<file path="src/rtl/pipe_skid_buffer.sv">
// Two-entry skid buffer with ready/valid handshake on both sides.
// All state updates on the falling edge of Clk; Rst clears everything asynchronously.
//
// state | meaning
// EMPTY | no beat held; head may still hold stale data when ZERO_ON_EMPTY=0
// ONE   | head holds the beat presented on DataOut/CtrlOut
// FULL  | head presented, skid holds the next beat; upstream is stalled
module pipe_skid_buffer #(
  parameter int DATA_W        = 16,
  parameter int CTRL_W        = 32,
  parameter bit ZERO_ON_EMPTY = 1'b1
) (
  input  logic              Clk,
  input  logic              Rst,
  input  logic              Flush,
  input  logic              InValid,
  input  logic [DATA_W-1:0] DataIn,
  input  logic [CTRL_W-1:0] CtrlIn,
  output logic              InReady,
  output logic              OutValid,
  input  logic              OutReady,
  output logic [DATA_W-1:0] DataOut,
  output logic [CTRL_W-1:0] CtrlOut,
  output logic [1:0]        Occupancy
);

  // Encoding doubles as the occupancy count.
  typedef enum logic [1:0] {
    EMPTY = 2'd0,
    ONE   = 2'd1,
    FULL  = 2'd2
  } state_t;

  state_t            state, state_nxt;
  logic [DATA_W-1:0] head_data, head_data_nxt;
  logic [CTRL_W-1:0] head_ctrl, head_ctrl_nxt;
  logic [DATA_W-1:0] skid_data, skid_data_nxt;
  logic [CTRL_W-1:0] skid_ctrl, skid_ctrl_nxt;
  logic              accept;
  logic              pop;

  // Ready is decoded from the state register only, never from OutReady.
  assign InReady   = (state != FULL) && !Rst;
  assign OutValid  = (state == ONE) || (state == FULL);
  assign Occupancy = state;
  assign accept    = InValid && InReady;
  assign pop       = OutValid && OutReady;

  assign DataOut = (ZERO_ON_EMPTY && !OutValid) ? '0 : head_data;
  assign CtrlOut = (ZERO_ON_EMPTY && !OutValid) ? '0 : head_ctrl;

  always_ff @(negedge Clk or posedge Rst) begin
    if (Rst) begin
      state     <= EMPTY;
      head_data <= '0;
      head_ctrl <= '0;
      skid_data <= '0;
      skid_ctrl <= '0;
    end else begin
      state     <= state_nxt;
      head_data <= head_data_nxt;
      head_ctrl <= head_ctrl_nxt;
      skid_data <= skid_data_nxt;
      skid_ctrl <= skid_ctrl_nxt;
    end
  end

  always_comb begin
    state_nxt     = state;
    head_data_nxt = head_data;
    head_ctrl_nxt = head_ctrl;
    skid_data_nxt = skid_data;
    skid_ctrl_nxt = skid_ctrl;
    if (Flush) begin
      state_nxt     = EMPTY;
      head_data_nxt = '0;
      head_ctrl_nxt = '0;
      skid_data_nxt = '0;
      skid_ctrl_nxt = '0;
    end else begin
      case (state)
        EMPTY: begin
          if (accept) begin
            head_data_nxt = DataIn;
            head_ctrl_nxt = CtrlIn;
            state_nxt     = ONE;
          end
        end
        ONE: begin
          case ({accept, pop})
            2'b10: begin
              skid_data_nxt = DataIn;
              skid_ctrl_nxt = CtrlIn;
              state_nxt     = FULL;
            end
            2'b01: state_nxt = EMPTY;
            2'b11: begin
              head_data_nxt = DataIn;
              head_ctrl_nxt = CtrlIn;
            end
            default: ;
          endcase
        end
        FULL: begin
          if (pop) begin
            head_data_nxt = skid_data;
            head_ctrl_nxt = skid_ctrl;
            skid_data_nxt = '0;
            skid_ctrl_nxt = '0;
            state_nxt     = ONE;
          end
        end
        default: state_nxt = EMPTY;
      endcase
    end
  end

endmodule

</file>
<file path="config.mk">
export PLATFORM = sky130hd
export DESIGN_NAME = pipe_skid_buffer
export DESIGN_NICKNAME = d
export VERILOG_FILES = /design/src/rtl/pipe_skid_buffer.sv
export SDC_FILE = /design/constraint.sdc
export NUM_CORES = 1
export LEC_CHECK = 0
export CAP_MARGIN = 25
export CORE_AREA = 2 2 133 135
export DETAILED_ROUTE_END_ITERATION = 16
export DIE_AREA = 0 0 135 137
export MAX_ROUTING_LAYER = met4
export PLACE_DENSITY = 0.56
export SYNTH_ARGS = -nofsm -noshare
export SYNTH_HDL_FRONTEND = slang
export SYNTH_SLANG_ARGS = --single-unit
</file>
<file path="constraint.sdc">
create_clock -name Clk -period 7 [get_ports Clk]
set_input_delay 1.4 -clock Clk [delete_from_list [all_inputs] [get_ports Clk]]
set_output_delay 1.4 -clock Clk [all_outputs]
set_load 0.01 [all_outputs]
</file>
==> reports/summary.txt, run 1 <==
reg-to-reg slack, setup - 4050 ps
WP data arrival - 5520 ps
PwrDens - 351 nW/um^2
CTS max path bufs - 2
initial antenna violation count - 0
largest net degree at the start of global routing - 99
Ports - 105
status - finished clean
hold depth - 2
Die Span X - 135 um
Max IR drop VDD - 0.158 mV
DRT iter0 DRCs - 242
synth warn - 0
sequential cell area - 2450 um^2
Crit-path slowest cell - clkdlybuf4s50_1
dpl hpwl - 9070 um
total power - 2.48 mW
Clock Latency Late Sink - 350 ps
CP endpoint kind - output port
PnR worst setup slack - 80.1 ps
layout cell share with drive strength beyond 1 - 0.0683
worst rel slew slack - 0.359
final core utilization - 0.413
total track usage - 0.163
Tightest Hold Check Type - register to register
Post-Place Worst Slack - -18.6 ps
placed instance area - 6740 um^2
Area Overhead vs Synth - 31.0%
TNS Setup - 0 ps
CTS Buf Count - 9
most frequent cells in the layout - 99 x clkdlybuf4s50_1, 98 x dfrtn_1, 97 x nand2_1
# diodes - 0
Netlist cell types - 29
Setup Crit Path Kind - register to output port
Worst Path Required - 5600 ps
Fin. Hold Viols - 0
global-route wire length before repair - 23000 um
P_leak - 2.89 nW
Final setup viols - 0
Pre-antenna DRT Iters - 4
TritonCTS clock tree - done
Worst Max-Slew Pin Slew - 962 ps
max-cap violations - 0
vias in the first global route - 4431
DRC - 0
hold wc startpoint - skid_data[9]
Via Count - 4389
site row count - 48
placer congestion estimate - 0.732
hold buffers post-CTS - 0
clock-pin slew on the worst setup and hold paths - 50 ps
area share of fa/ha/maj cells after synthesis - 0.0163
Design Area, Final - 7050 um^2
Synth Area in XOR/XNOR - 0
Post-Syn Area - 5380 um^2
r2r endpoint - head_ctrl[24]
Port Buffers - 104
Initial Util - 0.316
Synth Area in Compound Gates - 0.148
cells after synthesis - 561
Filler Cell Count - 1661
final cell count without fillers - 869
Fin Clk Skew - 3.81 ps
DR vias/cell - 5.05
final max-slew violation count - 0
Hold Slack - 429 ps
wire per inst - 16.5 um
Die ar. - 18500 um^2
RSZ-0062 raised after global routing - no
multiplexer area fraction after synthesis - 0.0932
drt total wl - 14300 um
Yosys reg bits - 98
worst reg2reg path startpoint - Occupancy[1]
syn_nets - 621
CTS sink cnt - 98
register area share after synthesis - 0.455
grt ovf - 0
CP Max Fanout - 17
Core Area - 17100 um^2
largest family of logic cells by synthesized area - simple AND/OR/NAND/NOR gates
most common cell after layout, fill and taps aside - clkdlybuf4s50_1
Hold Path End - skid_data[9]
area of the multi-input gates - 2700 um^2
H-tree depth - 3
Die H - 137 um
Worst path max stage delay - 540 ps
clock tree root buffer cell - clkbuf_16
crit path cell chain - inv_1 -> ha_4 -> clkbuf_16 -> and2_1 -> clkdlybuf4s50_1
Synth Area per Inst - 9.60 um^2
Register-to-Register Path Depth - 8
startpoint class of the critical path - register
fin nets - 701
DP Cell Count - 853
Routed Antenna Nets - 0
Post-Synth Simple-Gate Area - 0.235
==> how the worst max path moves through the flow <==
| stage | slack, ps | startpoint | cells past startpoint | endpoint |
|---|---|---|---|---|
| floorplan | 530 | Occupancy[0] | 5 | CtrlOut[12] |
| global placement | 10 | Rst | 10 | head_data[7] |
| detailed placement | -20 | Rst | 10 | head_data[7] |
| CTS | 20 | Occupancy[1] | 5 | DataOut[6] |
| global route | 5 | Occupancy[0] | 5 | CtrlOut[7] |
| finish | 80 | Occupancy[1] | 5 | DataOut[15] |
==> power breakdown <==
part | leakage (nW) | internal [mW] | switching (mW)
clock | 0.123 | 0.248 | 0.202
sequential | 1.29 | 0.764 | 0.114
combinational | 1.48 | 0.564 | 0.587
==> critical path, delay by kind of cell (launching register included) <==
family / cells / cell delay [ps]
adders and majority gates: 1 / 320
and+or+nand+nor: 1 / 140
DFF: 1 / 410
buffers and inverters: 3 / 800
==> repair_timing <==
item                       4_1_cts  5_1_grt
pin swaps                        0        0
setup endpoints to repair       49       12
setup buffers                    1        0
gates cloned                     0        1
resized for setup                3        4
==> cell families after synthesis <==
group | Yosys count
mux | 50
flops | 98
compound gates | 104
buf+inv | 60
fa+ha+maj | 7
simple gates | 242
==> metal layers <==
layer  wire [um]  share of wire  track usage  vias to the layer above
met5           0              0            -                        -
met4         208          0.015       0.0382                        0
met3         701          0.049       0.0407                       15
met2        6590           0.46        0.254                       93
met1        6810           0.48        0.216                     2125
li1            -              -            -                     2156
==> synth_stat cells <==
library cell  number  area [um^2]
nor2_1             3         11.3
buf_6              3         33.8
a21oi_2            1         8.76
or3_1              1         6.26
o31ai_4            1         21.3
a21o_1             1         7.51
and2_1            92          576
nand2_1           97          364
nand2_2            1         6.26
nand2b_1           2         12.5
dfrtn_1           98         2450
mux2_2             1         11.3
nand3_1            1         5.00
o22ai_2            1         12.5
buf_4              4         30.0
nor4_1            44          275
buf_2             11         55.1
o2bb2ai_1          5         43.8
inv_1              4         15.0
o21ai_0            1         5.00
a311o_1           44          440
nor2_4             1         11.3
mux2i_1           49          490
a31o_2             1         8.76
a21bo_1            1         10.0
clkbuf_1          36          135
o21ai_1           48          240
inv_2              2         7.51
ha_1               7         87.6
==> sequential cells by signal, summed over array words and instances, names as in the netlist <==
register / flops
skid_data: 16
Occupancy: 2
head_data: 16
skid_ctrl: 32
head_ctrl: 32
==> final cells by class <==
type                            count  share of cell area
Multi-Input combinational cell    403               0.383
Sequential cell                    98               0.348
Timing Repair Buffer              123               0.189
Tap cell                          225              0.0399
Clock buffer                       14              0.0360
Inverter                            6             0.00373
Note: power is estimated with default switching activity, not from simulation.
==> inputs of run 2 (changes only) <==
--- a/config.mk
+++ b/config.mk
@@ -10,7 +10,7 @@
 export DETAILED_ROUTE_END_ITERATION = 16
 export DIE_AREA = 0 0 135 137
 export MAX_ROUTING_LAYER = met4
-export PLACE_DENSITY = 0.56
+export PLACE_DENSITY = 0.64
 export SYNTH_ARGS = -nofsm -noshare
 export SYNTH_HDL_FRONTEND = slang
 export SYNTH_SLANG_ARGS = --single-unit
==> run 2 against run 1 <==
Effect of this change: cell count grew 0.35%; critical path depth is the same; via count is essentially flat; utilization rose by 0.23 points; register-to-register slack better by 30 ps; routed wire length down 0.86%; die area unchanged; final area grew 0.55%; non-clock buffer count up 1; global-route usage grew 0.22 points; hold slack about the same; total power grew 1.1%; largest power group unchanged; highest routed layer unchanged.
==> reports/summary.txt, run 2 (same netlist as run 1, synthesis figures left out) <==
Worst Max-Slew Pin Slew - 953 ps (-8.41 ps)
vias in the first global route - 4592 (+3.6%)
Post-Place Worst Slack - -2.92 ps (+15.7 ps)
Max IR drop VDD - 0.215 mV (+36%)
initial antenna violation count - 0 (unchanged)
CTS sink cnt - 98 (unchanged)
CTS Buf Count - 9 (unchanged)
largest net degree at the start of global routing - 99 (unchanged)
PwrDens - 354 nW/um^2 (+0.60%)
most common cell after layout, fill and taps aside - dfrtn_1
status - finished clean
fin nets - 702 (+0.14%)
Hold Slack - 429 ps (+0.00300 ps)
Die H - 137 um (unchanged)
CP endpoint kind - output port
total track usage - 0.166 (+0.00221)
wire per inst - 16.3 um (-1.2%)
hold buffers post-CTS - 0 (unchanged)
DRC - 0 (unchanged)
Pre-antenna DRT Iters - 5 (+1)
Die ar. - 18500 um^2 (unchanged)
CP Max Fanout - 19 (+2)
Initial Util - 0.316 (unchanged)
Setup Crit Path Kind - register to output port
startpoint class of the critical path - register
TNS Setup - 0 ps (unchanged)
site row count - 48 (unchanged)
Routed Antenna Nets - 0 (unchanged)
layout cell share with drive strength beyond 1 - 0.0773 (+0.00896)
Fin. Hold Viols - 0 (unchanged)
CTS max path bufs - 2 (unchanged)
Fin Clk Skew - 4.01 ps (+0.206 ps)
placer congestion estimate - 0.771 (+5.4%)
DR vias/cell - 5.03 (-0.39%)
TritonCTS clock tree - done
WL met1 - 6630 um (-2.6%)
P_leak - 3.12 nW (+8.0%)
Tightest Hold Check Type - register to register
Area Overhead vs Synth - 31.7%
clock tree root buffer cell - clkbuf_16
global-route wire length before repair - 23600 um (+2.3%)
Core Area - 17100 um^2 (unchanged)
max-cap violations - 0 (unchanged)
Ports - 105 (unchanged)
Via Count - 4387 (-0.046%)
final max-slew violation count - 0 (unchanged)
clock-pin slew on the worst setup and hold paths - 50 ps (about the same)
PnR worst setup slack - 44.7 ps (-35.4 ps)
H-tree depth - 3 (unchanged)
Port Buffers - 104 (unchanged)
worst rel slew slack - 0.365 (+0.00561)
routed wl met3 - 462 um (-34%)
Final setup viols - 0 (unchanged)
DRT iter0 DRCs - 295 (+22%)
met2 wire length - 6860 um (+4.0%)
most frequent cells in the layout - 98 x dfrtn_1, 97 x nand2_1, 92 x and2_1
biggest regs - head_ctrl: 32 flops, skid_ctrl: 32 flops
Die Span X - 135 um (unchanged)
Clock Latency Late Sink - 360 ps (about the same)
RSZ-0062 raised after global routing - yes
dpl hpwl - 9280 um (+2.2%)
# diodes - 0 (unchanged)
Highest Signal Layer - met4
Worst Path Required - 5600 ps (about the same)
drt total wl - 14200 um (-0.86%)
grt ovf - 0 (unchanged)
WP data arrival - 5560 ps (+40 ps)
==> run 2: cell count changes in the layout (fill, tap and decap cells not counted), moves of 2 or more <==
cell	before	now
buf_12	10	8
buf_4	7	11
clkbuf_1	4	1
clkdlybuf4s50_1	99	86
clkinvlp_4	1	4
dlymetal6s2s_1	4	17
==> run 2: final timing paths <==
| check | start | slack [ps] | end | cells after the start |
|---|---|---|---|---|
| worst max-delay path | Occupancy[1] | 40 | CtrlOut[3] | 5 |
| worst min-delay path | skid_data[12] | 430 | skid_data[12] | 2 |
| worst max register to register | Occupancy[1] | 4080 | head_data[13] | 8 |
| worst min register to register | skid_data[12] | 430 | skid_data[12] | 2 |
| max in group asynchronous | Rst | 1500 | skid_data[3] | 3 |
| min in group asynchronous | Rst | 5010 | skid_data[8] | 3 |
==> run 2: through the flow <==
stage          total power [mW]  instances  utilization  instance area [um^2]
3_5_place_dp               2.02        855        0.395                  6730
2_1_floorplan              1.54        561            -                  5390
5_1_grt                    2.68        872        0.416                  7090
6_report                   2.51        872        0.416                  7090
3_3_place_gp               1.97        855        0.395                  6730
4_1_cts                    2.55        872        0.413                  7050
==> run 2: layout make-up <==
class,instances,area (um^2)
fillers,1658,9970
multi-input cells,403,2700
flip-flops and latches,98,2450
repair buffers,124,1330
well taps,225,282
clock buffers,10,229
clock inverters,6,66.3
inverters,6,26.3
==> run 2: routing by layer <==
layer,vias up,GRT usage
li1,2151,-
met1,2135,0.213
met2,85,0.267
met3,16,0.0230
met4,0,0.0619
met5,-,-
==> run 2: critical path, cell delays in order, from the launching register on <==
cell,delay (ps)
dfrtn_1,420
inv_1,90
ha_4,300
buf_6,170
and2_1,180
clkdlybuf4s50_1,540
==> run 2: power breakdown <==
| group | switching, mW | internal (mW) |
|---|---|---|
| combinational | 0.582 | 0.545 |
| clock | 0.222 | 0.278 |
| sequential | 0.116 | 0.764 |
| total | 0.920 | 1.59 |
==> run 2: repair_timing <==
item                                    4_1_cts  5_1_grt
gates cloned                                  0        0
resized for setup                             3       17
buffers inserted                              1        0
endpoints found under the setup margin       49       18
